<file path="config.mk">
export PLATFORM = sky130hd
export DESIGN_NAME = ttt_game_controller
export DESIGN_NICKNAME = d
export VERILOG_FILES = /design/src/rtl/ttt_game_controller.sv
export SDC_FILE = /design/constraint.sdc
export NUM_CORES = 1
export LEC_CHECK = 0
export ABC_CLOCK_PERIOD_IN_PS = 2780
export BUFFER_PORTS_ARGS = -buffer_cell sky130_fd_sc_hd__buf_2
export CORE_UTILIZATION = 58
export CTS_CLUSTER_SIZE = 10
export DETAILED_ROUTE_END_ITERATION = 8
export GPL_ROUTABILITY_DRIVEN = 1
export PLACE_DENSITY = 0.86
export SLEW_MARGIN = 20
export SYNTH_ARGS = -nofsm -noshare
export SYNTH_HDL_FRONTEND = slang
export SYNTH_SLANG_ARGS = --single-unit
</file>
<file path="constraint.sdc">
create_clock -name clk -period 2.78 [get_ports clk]
set_input_delay 0.417 -clock clk [delete_from_list [all_inputs] [get_ports clk]]
set_output_delay 0.417 -clock clk [all_outputs]
set_load 0.01 [all_outputs]
</file>
<file path="src/rtl/ttt_game_controller.sv">
// ttt_game_controller: tic-tac-toe referee and AI-handshake initiator.
//   Holds the 3x3 board, validates human moves, issues a one-cycle ai_start, waits for
//   a rising edge on ai_done and applies the AI cell. A missing or illegal AI cell is
//   replaced by a fallback move. Checks for a win or draw after every move.
// Ports:
//   clk, rst (async, active-low)
//   new_game          - pulse, restarts the game from any state
//   player_move_valid - human move strobe, player_move = cell 0-8
//   ai_tick, ai_done  - AI chosen cell and completion flag (rising edge used)
//   cell_position     - board, cell k at [2k+1:2k]; 00 empty, 01 human, 10 AI
//   ai_start          - one-cycle AI request
//   human_turn, game_over, winner (00 none, 01 human, 10 AI, 11 draw), move_count
//   illegal_move, ai_fault - one-cycle pulses
// Build option: define TTT_AI_FIRST_EN to let the AI open every game.
module ttt_game_controller #(
    parameter int unsigned AI_TIMEOUT = 64
) (
    input  logic        clk,
    input  logic        rst,
    input  logic        new_game,
    input  logic        player_move_valid,
    input  logic [3:0]  player_move,
    input  logic [3:0]  ai_tick,
    input  logic        ai_done,
    output logic [17:0] cell_position,
    output logic        ai_start,
    output logic        human_turn,
    output logic        illegal_move,
    output logic        ai_fault,
    output logic        game_over,
    output logic [1:0]  winner,
    output logic [3:0]  move_count
);

    localparam int unsigned TimerW = $clog2(AI_TIMEOUT);

    typedef enum logic [2:0] {
        StIdle, StWaitHuman, StCheckHuman, StStartAi,
        StWaitAi, StApplyAi, StCheckAi, StGameOver
    } state_e;

`ifdef TTT_AI_FIRST_EN
    localparam state_e NewGameSt = StStartAi;
`else
    localparam state_e NewGameSt = StWaitHuman;
`endif

    state_e             state_q, state_d;
    logic [17:0]        board_q, board_d;
    logic [3:0]         count_q, count_d;
    logic [1:0]         winner_q, winner_d;
    logic [TimerW-1:0]  timer_q, timer_d;
    logic [3:0]         ai_move_q, ai_move_d;
    logic               timeout_q, timeout_d;
    logic               illegal_q, illegal_d;
    logic               fault_q, fault_d;
    logic               ai_done_q;
    logic               done_rise;
    logic [3:0]         fb_idx;

    // Out-of-range indices read as occupied so they are never legal.
    function automatic logic [1:0] cell_at(input logic [17:0] b, input logic [3:0] idx);
        cell_at = 2'b11;
        for (int k = 0; k < 9; k++) begin
            if (idx == 4'(k)) cell_at = b[2*k +: 2];
        end
    endfunction

    function automatic logic [17:0] put_cell(input logic [17:0] b, input logic [3:0] idx,
                                             input logic [1:0] val);
        put_cell = b;
        for (int k = 0; k < 9; k++) begin
            if (idx == 4'(k)) put_cell[2*k +: 2] = val;
        end
    endfunction

    function automatic logic has_line(input logic [17:0] b, input logic [1:0] p);
        logic [1:0] c [9];
        for (int k = 0; k < 9; k++) c[k] = b[2*k +: 2];
        has_line = (c[0] == p && c[1] == p && c[2] == p) ||
                   (c[3] == p && c[4] == p && c[5] == p) ||
                   (c[6] == p && c[7] == p && c[8] == p) ||
                   (c[0] == p && c[3] == p && c[6] == p) ||
                   (c[1] == p && c[4] == p && c[7] == p) ||
                   (c[2] == p && c[5] == p && c[8] == p) ||
                   (c[0] == p && c[4] == p && c[8] == p) ||
                   (c[2] == p && c[4] == p && c[6] == p);
    endfunction

    assign done_rise = ai_done & ~ai_done_q;

    // Fallback cell: centre if free, else the lowest-index empty cell.
    always_comb begin
        fb_idx = 4'd4;
        if (board_q[9:8] != 2'b00) begin
            fb_idx = 4'd0;
            for (int k = 8; k >= 0; k--) begin
                if (board_q[2*k +: 2] == 2'b00) fb_idx = 4'(k);
            end
        end
    end

    always_comb begin
        state_d   = state_q;
        board_d   = board_q;
        count_d   = count_q;
        winner_d  = winner_q;
        timer_d   = timer_q;
        ai_move_d = ai_move_q;
        timeout_d = timeout_q;
        illegal_d = 1'b0;
        fault_d   = 1'b0;
        if (new_game) begin
            board_d   = '0;
            count_d   = '0;
            winner_d  = 2'b00;
            timer_d   = '0;
            timeout_d = 1'b0;
            state_d   = NewGameSt;
        end else begin
            unique case (state_q)
                StWaitHuman: begin
                    if (player_move_valid) begin
                        if (cell_at(board_q, player_move) == 2'b00) begin
                            board_d = put_cell(board_q, player_move, 2'b01);
                            count_d = count_q + 4'd1;
                            state_d = StCheckHuman;
                        end else begin
                            illegal_d = 1'b1;
                        end
                    end
                end
                StCheckHuman: begin
                    if (has_line(board_q, 2'b01)) begin
                        winner_d = 2'b01;
                        state_d  = StGameOver;
                    end else if (count_q == 4'd9) begin
                        winner_d = 2'b11;
                        state_d  = StGameOver;
                    end else begin
                        state_d = StStartAi;
                    end
                end
                StStartAi: begin
                    timer_d   = '0;
                    timeout_d = 1'b0;
                    state_d   = StWaitAi;
                end
                StWaitAi: begin
                    if (done_rise) begin
                        ai_move_d = ai_tick;
                        state_d   = StApplyAi;
                    end else if (timer_q == TimerW'(AI_TIMEOUT - 1)) begin
                        timeout_d = 1'b1;
                        state_d   = StApplyAi;
                    end else begin
                        timer_d = timer_q + 1'b1;
                    end
                end
                StApplyAi: begin
                    if (!timeout_q && cell_at(board_q, ai_move_q) == 2'b00) begin
                        board_d = put_cell(board_q, ai_move_q, 2'b10);
                    end else begin
                        board_d = put_cell(board_q, fb_idx, 2'b10);
                        fault_d = 1'b1;
                    end
                    count_d = count_q + 4'd1;
                    state_d = StCheckAi;
                end
                StCheckAi: begin
                    if (has_line(board_q, 2'b10)) begin
                        winner_d = 2'b10;
                        state_d  = StGameOver;
                    end else if (count_q == 4'd9) begin
                        winner_d = 2'b11;
                        state_d  = StGameOver;
                    end else begin
                        state_d = StWaitHuman;
                    end
                end
                StIdle, StGameOver: ;
                default: state_d = StIdle;
            endcase
        end
    end

    always_ff @(posedge clk or negedge rst) begin
        if (!rst) begin
            state_q   <= StIdle;
            board_q   <= '0;
            count_q   <= '0;
            winner_q  <= 2'b00;
            timer_q   <= '0;
            ai_move_q <= '0;
            timeout_q <= 1'b0;
            illegal_q <= 1'b0;
            fault_q   <= 1'b0;
            ai_done_q <= 1'b0;
        end else begin
            state_q   <= state_d;
            board_q   <= board_d;
            count_q   <= count_d;
            winner_q  <= winner_d;
            timer_q   <= timer_d;
            ai_move_q <= ai_move_d;
            timeout_q <= timeout_d;
            illegal_q <= illegal_d;
            fault_q   <= fault_d;
            ai_done_q <= ai_done;
        end
    end

    assign cell_position = board_q;
    assign ai_start      = (state_q == StStartAi);
    assign human_turn    = (state_q == StWaitHuman);
    assign game_over     = (state_q == StGameOver);
    assign illegal_move  = illegal_q;
    assign ai_fault      = fault_q;
    assign winner        = winner_q;
    assign move_count    = count_q;

endmodule

</file>
==> results.json <==
{
  "fin_crit_sh": 0.9787,
  "overflow": 0,
  "synthXorXnorAreaFrac": 0.008407,
  "vias": 3212,
  "rsz0062_at_grt": "false",
  "post-dp-hpwl_mm": 6.626,
  "regToRegSetupSlack_ps": 60,
  "cts_sinks": 41,
  "syn_nets": 385,
  "reg2reg_from": "cell_position[4]$_DFFE_PN0P_",
  "syn_to_final_growth_pct": 13.53,
  "cp.arrival_ps": 2920,
  "cp_max_fo": 9,
  "critPathLaunchType": "register",
  "synth_common_cells": "nor2_1 (46), dfrtp_1 (41), a21oi_1 (24), nand2_1 (19)",
  "synth_cell_types": 73,
  "end_kind": "register",
  "worst_path_largest_cell_delay_ps": 580,
  "async_reset_ff_frac": 1.000,
  "clkPwrFrac": 0.119,
  "ff2ff_path_depth": 8,
  "synth-compound-area-share": 0.2678,
  "synth_fa_ha_area_frac": 0.01201,
  "final_area_sq_um": 3548,
  "switchingPower_w": 0.001643,
  "fin_util": 0.6904,
  "cp_slowest_cell": "or4_1",
  "ir_drop_v": 0.0005883,
  "start_util": 0.6081,
  "cts_max_path_buffers": 2,
  "cts_root_buf": "clkbuf_8",
  "layout-drive-gt1-share": 0.2150,
  "numPortBuffers": 41,
  "synth_top_family_by_area": "simple AND/OR/NAND/NOR gates",
  "p_per_area_nw_per_um2": 951.2,
  "drv_slew": 0,
  "fmax_ghz": 0.3675,
  "r2r_end": "cell_position[14]$_DFFE_PN0P_",
  "cts_buffers": 5,
  "dieHeight_microns": 75.41,
  "comb_power_share": 0.575,
  "synthSimpleGateAreaFrac": 0.2822,
  "htreeDepth": 2,
  "yosysTopAreaCell": "dfrtp_1",
  "path_class": "register to register",
  "grt_max_degree": 42,
  "clk_pin_slew_worst_paths_ps": 80,
  "drtIter0Drc": 383,
  "detailedRoute.firstPassIterationCount": 8,
  "hold_viol": 0,
  "gp_routability_congestion": 1.004,
  "nets": 429,
  "rows": 26,
  "seq_area_frac_synth": 0.3283,
  "synth_top_area_frac": 0.3283,
  "grt_pass1_vias": 2850,
  "swShare": 0.4867,
  "synth_edf_count": 0,
  "cap_violations": 0,
  "coreArea_sq_um": 5140,
  "routed_wl_mm": 9.199,
  "drc": 0,
  "status": "finished clean",
  "yosys.cell_count.top_type": "nor2_1",
  "setup_violations": 0,
  "relSlewSlack": 0.3892,
  "synth_mux_area_frac": 0.05404,
  "die-area_sq_um": 5687,
  "cp.required_ps": 2980,
  "hp-class": "input port to async pin",
  "tightestPinTransition_ps": 916.2,
  "finalClockSkew_ps": 6.736,
  "synthTopCellsByArea": "dfrtp_1 (33%), nor2_1 (5.5%), a21oi_1 (3.8%), nand2b_1 (2.8%), nor2b_1 (2.8%)",
  "die_x_microns": 75.41,
  "crit_chain": "or4_1 -> a31oi_1 -> o21ai_1 -> a211oi_2 -> or2_4 -> buf_12 -> o211ai_4 -> mux2_4",
  "clock_latency_ps": 310,
  "antenna_cells": 0,
  "antenna_found_initial": 0,
  "ys.flop_type": "dfrtp_1",
  "avgSynthCellArea_sq_um": 8.470,
  "cts_tree": "built",
  "grt_use_total": 0.3331,
  "synth-seq-cells": 41,
  "placed_cell_area_sq_um": 3425,
  "fin_crit_ps": 2721,
  "wire_per_inst_microns": 19.01,
  "seqPwrFrac": 0.306,
  "grt_pass1_wl_mm": 14.05,
  "ant_nets": 0,
  "yosys_warnings": 0,
  "io_pins": 42,
  "p_leak_nw": 1.558,
  "synthCells": 369,
  "synth_area_sq_um": 3125,
  "vias_per_cell": 6.636,
  "p_int_w": 0.001732,
  "fillCellCount": 459
}
==> logic make-up (layout without fill, tap and decap cells) <==
| family | count (synthesis) | in the layout |
|---|---|---|
| AND/OR/NAND/NOR | 162 | 162 |
| AO/OA/AOI/OAI | 113 | 113 |
| flip-flops | 41 | 41 |
| buffers and inverters | 33 | 78 |
| multiplexers | 14 | 14 |
| adder cells (fa/ha/maj) | 3 | 3 |
| XOR/XNOR | 3 | 3 |
==> layer usage <==
layer,vias to the layer above,track usage,part of all wire
met5,-,0,0
met4,0,0.1543,0.031
met3,33,0.09392,0.084
met2,180,0.5238,0.46
met1,1539,0.4263,0.42
li1,1460,-,-
==> timing repair <==
item,CTS,global route
setup endpoints to repair,0,3
gates resized for setup,0,1
buffers inserted,0,3
hold buffers,0,0
==> stage by stage <==
| step | total power [W] | TNS, ps | instances | hold WS [ps] | worst slack, ps |
|---|---|---|---|---|---|
| floorplan | 0.002300 | 0 | 369 | 121.4 | 497.1 |
| global placement | 0.002839 | 0 | 473 | 463.8 | 169.1 |
| detailed placement | 0.002884 | -3.950 | 473 | 472.6 | -3.950 |
| CTS | 0.003286 | 0 | 481 | 239.5 | 145.8 |
| global route | 0.003576 | 0 | 484 | 231.3 | 30.78 |
| finish | 0.003375 | 0 | 484 | 235.2 | 59.22 |
==> power by group through the flow <==
stage	Clock (W)	Combinational (W)	Sequential (W)
detailed placement	0	0.00185	0.00103
global placement	0	0.00182	0.00102
floorplan	0	0.00130	0.000998
global route	0.000429	0.00209	0.00106
CTS	0.000403	0.00186	0.00102
finish	0.000402	0.00194	0.00103
==> layout by cell type, fill, tap and decap left out, types with 10 or more instances in the layout <==
master	count
nor3_1	13
buf_2	41
inv_1	10
o21ai_0	14
nor2_1	45
a21oi_1	24
buf_4	17
nand2b_1	14
nor2b_1	14
dfrtp_1	41
nand2_1	19
==> worst max path at each step <==
stage	startpoint	endpoint	slack, ps	depth (start not counted)
2_1_floorplan	cell_position[16]$_DFFE_PN0P_	cell_position[0]$_DFFE_PN0P_	500	7
3_3_place_gp	player_move[3]	cell_position[2]$_DFFE_PN0P_	170	7
3_5_place_dp	player_move[3]	cell_position[2]$_DFFE_PN0P_	-4	7
4_1_cts	cell_position[4]$_DFFE_PN0P_	state_q[1]$_DFFE_PN0P_	150	7
5_1_grt	cell_position[4]$_DFFE_PN0P_	state_q[1]$_DFFE_PN0P_	30	7
6_report	cell_position[4]$_DFFE_PN0P_	cell_position[14]$_DFFE_PN0P_	60	8
==> registers in the layout, summed over array words and instances, names as in the netlist <==
register and flops:
cell_position 18, timer_q 6, ai_move_q 4, move_count 4, state_q 3, winner 2, ai_done_q 1, ai_fault 1
illegal_move 1, timeout_q 1
==> worst max-delay path, delay by kind of cell, from the launching register on <==
family	cells	cell delay (ps)
AOI/OAI and AO/OA	4	810
buffers and inverters	1	140
DFF	1	490
muxes	1	310
and+or+nand+nor	2	860
==> final cells by class <==
class	count	area (sq um)	area share
Multi-Input combinational cell	295	1954	0.5508
Sequential cell	41	1026	0.2891
Timing Repair Buffer	59	352.8	0.09944
Tap cell	70	87.58	0.02468
Clock buffer	5	68.82	0.01939
Inverter	11	41.29	0.01164
Clock inverter	3	17.52	0.004937
Note: power is estimated with default switching activity, not from simulation.
